--- src/rtl/gem_copad_trigger.sv ---
// GEM co-pad self-trigger.
// Accumulates the FEB list of co-pad matches over a programmable window,
// issues a prescaled one-bx trigger pulse, then enforces a dead time.
// Also keeps saturating counters of matched clusters, issued triggers and
// prescaler-suppressed decisions.
module gem_copad_trigger #(
  parameter int MXFEB             = 24,
  parameter int MXCLUSTER_CHAMBER = 8,
  parameter int MXCNTB            = 16
) (
  input  logic                         clock,
  input  logic                         reset,
  input  logic [MXCLUSTER_CHAMBER-1:0] match,
  input  logic                         any_match,
  input  logic [MXFEB-1:0]             active_feb_list,
  input  logic                         trig_enable,
  input  logic [2:0]                   window,
  input  logic [3:0]                   deadtime,
  input  logic [3:0]                   prescale,
  input  logic                         cnt_reset,
  output logic                         gem_trig,
  output logic [MXFEB-1:0]             trig_feb_list,
  output logic                         busy,
  output logic [MXCNTB-1:0]            copad_cnt,
  output logic [MXCNTB-1:0]            trig_cnt,
  output logic [MXCNTB-1:0]            presc_cnt
);

  // Counter sums are formed 4 bits wider than the counters so the
  // overflow is visible before clamping.
  localparam int SUMW = MXCNTB + 4;

  typedef enum logic [1:0] {IDLE, ACCUM, FIRE, DEAD} state_t;

  state_t           state;
  logic [MXFEB-1:0] acc_list;
  logic [2:0]       wcnt;
  logic [2:0]       win_s;
  logic [3:0]       dcnt;
  logic [3:0]       pcnt;
  logic             fire_hit;
  logic             fire_miss;

  function automatic logic [SUMW-1:0] popcount(input logic [MXCLUSTER_CHAMBER-1:0] v);
    logic [SUMW-1:0] n;
    n = '0;
    for (int i = 0; i < MXCLUSTER_CHAMBER; i++) begin
      n = n + SUMW'(v[i]);
    end
    return n;
  endfunction

  function automatic logic [MXCNTB-1:0] sat_add(input logic [MXCNTB-1:0] a,
                                                input logic [SUMW-1:0]   b);
    logic [SUMW-1:0] s;
    s = {4'b0000, a} + b;
    if (s > {4'b0000, {MXCNTB{1'b1}}}) begin
      return {MXCNTB{1'b1}};
    end
    return s[MXCNTB-1:0];
  endfunction

  // Prescale decision, only meaningful while in FIRE. The >= keeps the
  // prescaler from stalling if prescale is lowered below the current pcnt.
  assign fire_hit  = (state == FIRE) && (pcnt >= prescale);
  assign fire_miss = (state == FIRE) && (pcnt <  prescale);

  // Trigger sequencer: IDLE -> ACCUM -> FIRE -> DEAD -> IDLE, registered outputs.
  always_ff @(posedge clock or posedge reset) begin
    if (reset) begin
      state         <= IDLE;
      busy          <= 1'b0;
      gem_trig      <= 1'b0;
      trig_feb_list <= '0;
      acc_list      <= '0;
      wcnt          <= '0;
      win_s         <= '0;
      dcnt          <= '0;
    end else begin
      gem_trig <= 1'b0;
      case (state)
        IDLE: begin
          if (trig_enable && any_match) begin
            // This bx is window bx 0; a zero-length window fires next bx.
            acc_list <= active_feb_list;
            wcnt     <= '0;
            win_s    <= window;
            busy     <= 1'b1;
            state    <= (window == 3'd0) ? FIRE : ACCUM;
          end
        end
        ACCUM: begin
          acc_list <= acc_list | active_feb_list;
          wcnt     <= wcnt + 3'd1;
          if (({1'b0, wcnt} + 4'd1) >= {1'b0, win_s}) begin
            state <= FIRE;
          end
        end
        FIRE: begin
          trig_feb_list <= acc_list;
          gem_trig      <= fire_hit;
          if (deadtime != 4'd0) begin
            dcnt  <= deadtime;
            state <= DEAD;
          end else begin
            busy  <= 1'b0;
            state <= IDLE;
          end
        end
        DEAD: begin
          dcnt <= dcnt - 4'd1;
          if (dcnt <= 4'd1) begin
            busy  <= 1'b0;
            state <= IDLE;
          end
        end
        default: begin
          busy  <= 1'b0;
          state <= IDLE;
        end
      endcase
    end
  end

  // Prescaler position plus trigger / suppressed-decision counters.
  always_ff @(posedge clock or posedge reset) begin
    if (reset) begin
      pcnt      <= '0;
      trig_cnt  <= '0;
      presc_cnt <= '0;
    end else if (cnt_reset) begin
      pcnt      <= '0;
      trig_cnt  <= '0;
      presc_cnt <= '0;
    end else if (fire_hit) begin
      pcnt     <= '0;
      trig_cnt <= sat_add(trig_cnt, SUMW'(1));
    end else if (fire_miss) begin
      pcnt      <= pcnt + 4'd1;
      presc_cnt <= sat_add(presc_cnt, SUMW'(1));
    end
  end

  // Matched-cluster counter, runs in every state regardless of trig_enable.
  always_ff @(posedge clock or posedge reset) begin
    if (reset) begin
      copad_cnt <= '0;
    end else if (cnt_reset) begin
      copad_cnt <= '0;
    end else begin
      copad_cnt <= sat_add(copad_cnt, popcount(match));
    end
  end

endmodule

--- config.mk ---
export PLATFORM = sky130hd
export DESIGN_NAME = gem_copad_trigger
export DESIGN_NICKNAME = d
export VERILOG_FILES = /design/src/rtl/gem_copad_trigger.sv
export SDC_FILE = /design/constraint.sdc
export NUM_CORES = 1
export LEC_CHECK = 0
export ABC_AREA = 1
export BUFFER_PORTS_ARGS = -buffer_cell sky130_fd_sc_hd__buf_2
export CAP_MARGIN = 30
export CORE_MARGIN = 1.5
export CORE_UTILIZATION = 40
export CTS_CLUSTER_DIAMETER = 50
export DETAILED_ROUTE_END_ITERATION = 8
export GPL_ROUTABILITY_DRIVEN = 0
export MAX_ROUTING_LAYER = met4
export PLACE_DENSITY = 0.68
export SYNTH_ARGS = -nofsm -noshare
export SYNTH_HDL_FRONTEND = slang
export SYNTH_SLANG_ARGS = --single-unit
--- constraint.sdc ---
create_clock -name clock -period 4.86 [get_ports clock]
set_input_delay 0.486 -clock clock [delete_from_list [all_inputs] [get_ports clock]]
set_output_delay 0.486 -clock clock [all_outputs]
set_load 0.03 [all_outputs]
=== Word-level counts from Yosys, hierarchy flattened ===
Cells that the tools add are included.

* Bits in registers: 114
* Input port bits: 48
* Output and inout port bits: 74
* Logic and storage cells: 102

* Add/subtract/negate cells: 14
* Order comparisons: 7
* Equality and inequality tests: 9
* Muxes and demuxes: 41
* Bitwise logic cells: 1
* Reduce and logical (&&, ||, !) cells: 18

{| class="wikitable"
|+ Operators by type and width
! operator !! number
|-
| $mux W16 || 12
|-
| $gt A17 B16 Y1 const B || 3
|-
| $pmux W24 S2 || 1
|-
| $add A16 B1 Y17 const B || 2
|-
| $mux W24 || 1
|-
| $or A24 B24 Y24 || 1
|-
| $add A16 B8 Y17 || 1
|-
| $mux W4 || 4
|-
| $mux W1 || 13
|-
| $mux W2 || 5
|-
| $ne A2 B2 Y1 const B || 5
|-
| $add A7 B1 Y8 || 1
|-
| $pmux W2 S4 || 1
|-
| $pmux W4 S2 || 1
|-
| $reduce_and A2 Y1 || 4
|-
| $reduce_bool A2 Y1 || 4
|-
| $add A6 B1 Y7 || 1
|-
| $add A5 B1 Y6 || 1
|-
| $pmux W3 S2 || 1
|-
| $reduce_bool A3 Y1 || 2
|-
| $add A4 B1 Y5 || 1
|-
| $add A3 B1 Y4 || 1
|-
| $add A3 B1 Y4 const B || 1
|-
| $add A4 B1 Y4 const B || 1
|-
| other kinds (19) || 22
|}

=== Depth between registers and ports, before layout ===
* Depth after elaboration: 13
* Depth in mapped cells: 17
* Depth with buffers taken out: 17

=== Worst setup path before layout ===
Ideal clock, no wire load.

* Path type: input -> register
* Start point: in match[0]
* End point: reg copad_cnt[10]
* Library setup time: 0.078 ns
* Arrival time: 3.666 ns
* Data required time: 4.782 ns
* Path slack: 1.116 ns
* Stages on the path: 16
* Path buffers: 1
* Path through: fa_1 -> inv_1 -> fa_1 -> fa_1 -> fa_1 -> inv_1 -> fa_1 -> nand3_1 -> nand2_1 -> nand2_1 -> nor2_1 -> nand2_1 -> nor2_1 -> nand2_1 -> buf_2 -> a21oi_1

* Cells in the longest elaborated chain, start to end: 13

{| class="wikitable"
|+ RTL lines
! element !! line !! source
|-
| from (decl) || 13 || <nowiki>input logic [MXCLUSTER_CHAMBER-1:0] match,</nowiki>
|-
| $add A1 B1 Y2 * || 48 || <nowiki>n = n + SUMW'(v[i]);</nowiki>
|-
| $add A2 B1 Y3 * || 48 ||
|-
| $add A3 B1 Y4 * || 48 ||
|-
| $add A4 B1 Y5 * || 48 ||
|-
| $add A5 B1 Y6 * || 48 ||
|-
| $add A6 B1 Y7 * || 48 ||
|-
| $add A7 B1 Y8 * || 48 ||
|-
| $add A16 B8 Y17 * || 56 || <nowiki>s = {4'b0000, a} + b;</nowiki>
|-
| $gt A17 B16 Y1 || 57 || <nowiki>if (s > {4'b0000, {MXCNTB{1'b1}}}) begin</nowiki>
|-
| $mux W1 || 57 ||
|-
| $mux W1 || 148 || <nowiki>end else if (cnt_reset) begin</nowiki>
|-
| $mux W16 * || 60 || <nowiki>return s[MXCNTB-1:0];</nowiki>
|-
| $mux W16 * || 148 ||
|-
| to (signal assigned) || 151 || <nowiki>copad_cnt <= sat_add(copad_cnt, popcount(match));</nowiki>
|-
| to (decl) || 24 || <nowiki>output logic [MXCNTB-1:0] copad_cnt,</nowiki>
|}

Every way passes the cells marked *; elsewhere a longest branch is shown, timed or not. The select of a mux whose other input is x is not followed.
A chain may end at the register's enable or synchronous reset.

=== Final worst setup path ===
* Start point: in match[0]
* End point: reg copad_cnt[15]

The elaborated chain is that of the path after synthesis.

==> out/metrics.csv <==
metric;value;unit
clk-insertion-delay-late;410;ps
h-tree-depth;4;
syn-num-nets;917;
synthCells;843;
wl_per_cell;12.7;um
grt_pass1_vias;5386;
synth.most_common_cell;nand2_1;
rsz0062_at_grt;false;
drive_gt1_share;18.5;%
tritoncts;built;
fin_worst_skew;7.06;ps
worstMarginPinSlew;753;ps
antenna_left;0;
cpMaxStageDelayCell;fa_1;
status;finished, final reports clean;
yosysWarnings;0;
worst_path_most_repeated_cell;fa_1;
worstPathCellList;buf_2, fa_1, inv_1, fa_1, fa_1, fa_1, inv_1, fa_1, nand3_1, nand2_1, nand2_1, nor2_1, nand2_1, nor2_1, nand2_1, o21ai_0, a21oi_1, nor2_1;
grt_max_degree;52;
cts_resized;0;
antenna_found_initial;0;
drt_iter0_drc;331;
vias;5661;
final-setup-viol-count;0;
synth_top_cell_area_share;44.7;%
worstPathArrival;4300;ps
synth_cell_type_count;34;
p_leak;4.17;nW
wl;15.0;mm
cts_root_buf;clkbuf_16;
slew_headroom;49.7;%
first_pass_iters;5;
cts_setup_buffers;0;
cp_num_buf_inv;3;
crit_fanout;14;
coreArea;15400;um2
worstSetupStartpointType;input port;
synthArstFlopShare;100;%
nNetsFinal;1041;
area_growth;22.3;%
syn_area;6380;um2
antennaDiodeCount;0;
cts_hold_buf;0;
cts_inserted_buffers;17;
hold_viol;0;
critPathCaptureType;register;
synth_edf_count;0;
yosysTopAreaCell;dfrtp_1;
power_density;502;nW/um2
min_period;3970;ps
ir_drop;0.000388;V
grt_pass1_wl;25.3;mm
synthTopCellsByCount;nand2_1 (283), inv_1 (118), dfrtp_1 (114), o21ai_0 (69), nand3_1 (59);
io_buffers;121;
worstPathRequired;5190;ps
post-route-period-util;81.8;%
crit_family;adder cells;
fmax;0.252;GHz
io_pins;122;
ys_seq_area_share;44.7;%
numClockSinks;114;
grt_use_total;19.6;%
drv_slew;0;
routed_via_density;4.77;
rows;45;
setup_tns;0;ps
max-clock-path-buffers;2;
critical_path_class;in -> reg;
slowest_delay;530;ps
worstHoldPathType;in -> async;
ys_seq_elements;114;
syn_area_per_cell;7.56;um2
die_area;16700;um2
start_util;41.5;%
ys_top_cells_by_area;dfrtp_1 (45%), nand2_1 (17%), inv_1 (6.9%), o21ai_0 (5.4%), nand3_1 (4.6%);
grt_overflow;0;
utilization;50.7;%
place_hpwl;10.7;mm
die_x;129;um
ys.flop_type;dfrtp_1;
path_clk_slew;50;ps
chipHeight;129;um
post-route-drc-count;0;
cap_violations;0;
metrics by stage:
step                setup slack (ps)  std cells  cell area (um2)  hold slack, ps  total power [mW]
global route                     637       1188             7790            85.2              4.20
global placement                 619       1157             7170             465              2.66
finish                           885       1188             7790            64.0              3.91
CTS                              900       1188             7790            58.8              3.96
detailed placement               472       1159             7210             466              2.70
floorplan                       1120        843             6380             446              2.32
cell type report:
type,instances,area [um2]
fill,1521,7580
inverter,118,445
sequential,114,2850
timing repair buffer,126,663
clock inverter,5,75.1
multi-input combinational,590,2980
clock buffer,24,512
tap,211,264
per-layer routing:
metal | vias to the layer above | track usage (%) | wire (um)
met1 | 2615 | 24.7 | 7150
met2 | 134 | 30.5 | 6820
met3 | 13 | 5.70 | 886
met5 | - | - | 0
met4 | 0 | 6.35 | 174
li1 | 2899 | - | -
layout by cell type (no fill, tap or decap), drive strengths merged, types with 3 or more instances in the layout:
master,count
nand2,287
buf,126
inv,118
dfrtp,114
o21ai,70
nand3,67
nor2,64
clkbuf,24
ha,21
a21oi,20
nand4,12
xor2,10
nor3,9
xnor2,6
o21bai,5
fa,5
clkinv,3
worst paths after layout:
path	startpoint	endpoint	slack, ps	cells past startpoint
min in group clock	active_feb_list[7]	acc_list[7]	280	3
worst max-delay path	match[0]	copad_cnt[15]	890	18
max in group asynchronous	reset	trig_cnt[6]	3990	3
worst max register to register	copad_cnt[0]	copad_cnt[15]	1230	16
worst min-delay path	reset	win_s[0]	60	2
worst min register to register	trig_feb_list[17]	trig_feb_list[17]	480	2
power breakdown:
part	total [mW]	switching, mW	internal, mW
clock	1.23	0.410	0.824
combinational	1.29	0.870	0.424
sequential	1.38	0.151	1.23
state kept, by name (all words and copies together) (netlist names):
| register | count |
|---|---|
| state | 2 |
| trig_feb_list | 24 |
| win_s | 3 |
| copad_cnt | 16 |
| dcnt | 4 |
| presc_cnt | 16 |
| pcnt | 4 |
| trig_cnt | 16 |
| gem_trig | 1 |
| wcnt | 3 |
| acc_list | 24 |
| busy | 1 |
kinds of logic (layout without fill, tap and decap cells):
kind of cell | Yosys count | after routing | synth area share [%]
and+or+nand+nor | 445 | 445 | 30.2
xor gates and xnor gates | 16 | 16 | 2.20
buffers and inverters | 139 | 273 | 8.56
adders and majority gates | 26 | 26 | 5.69
DFF | 114 | 114 | 44.7
AOI/OAI and AO/OA | 103 | 103 | 8.58
No activity file was read; power rests on OpenSTA's default activity.
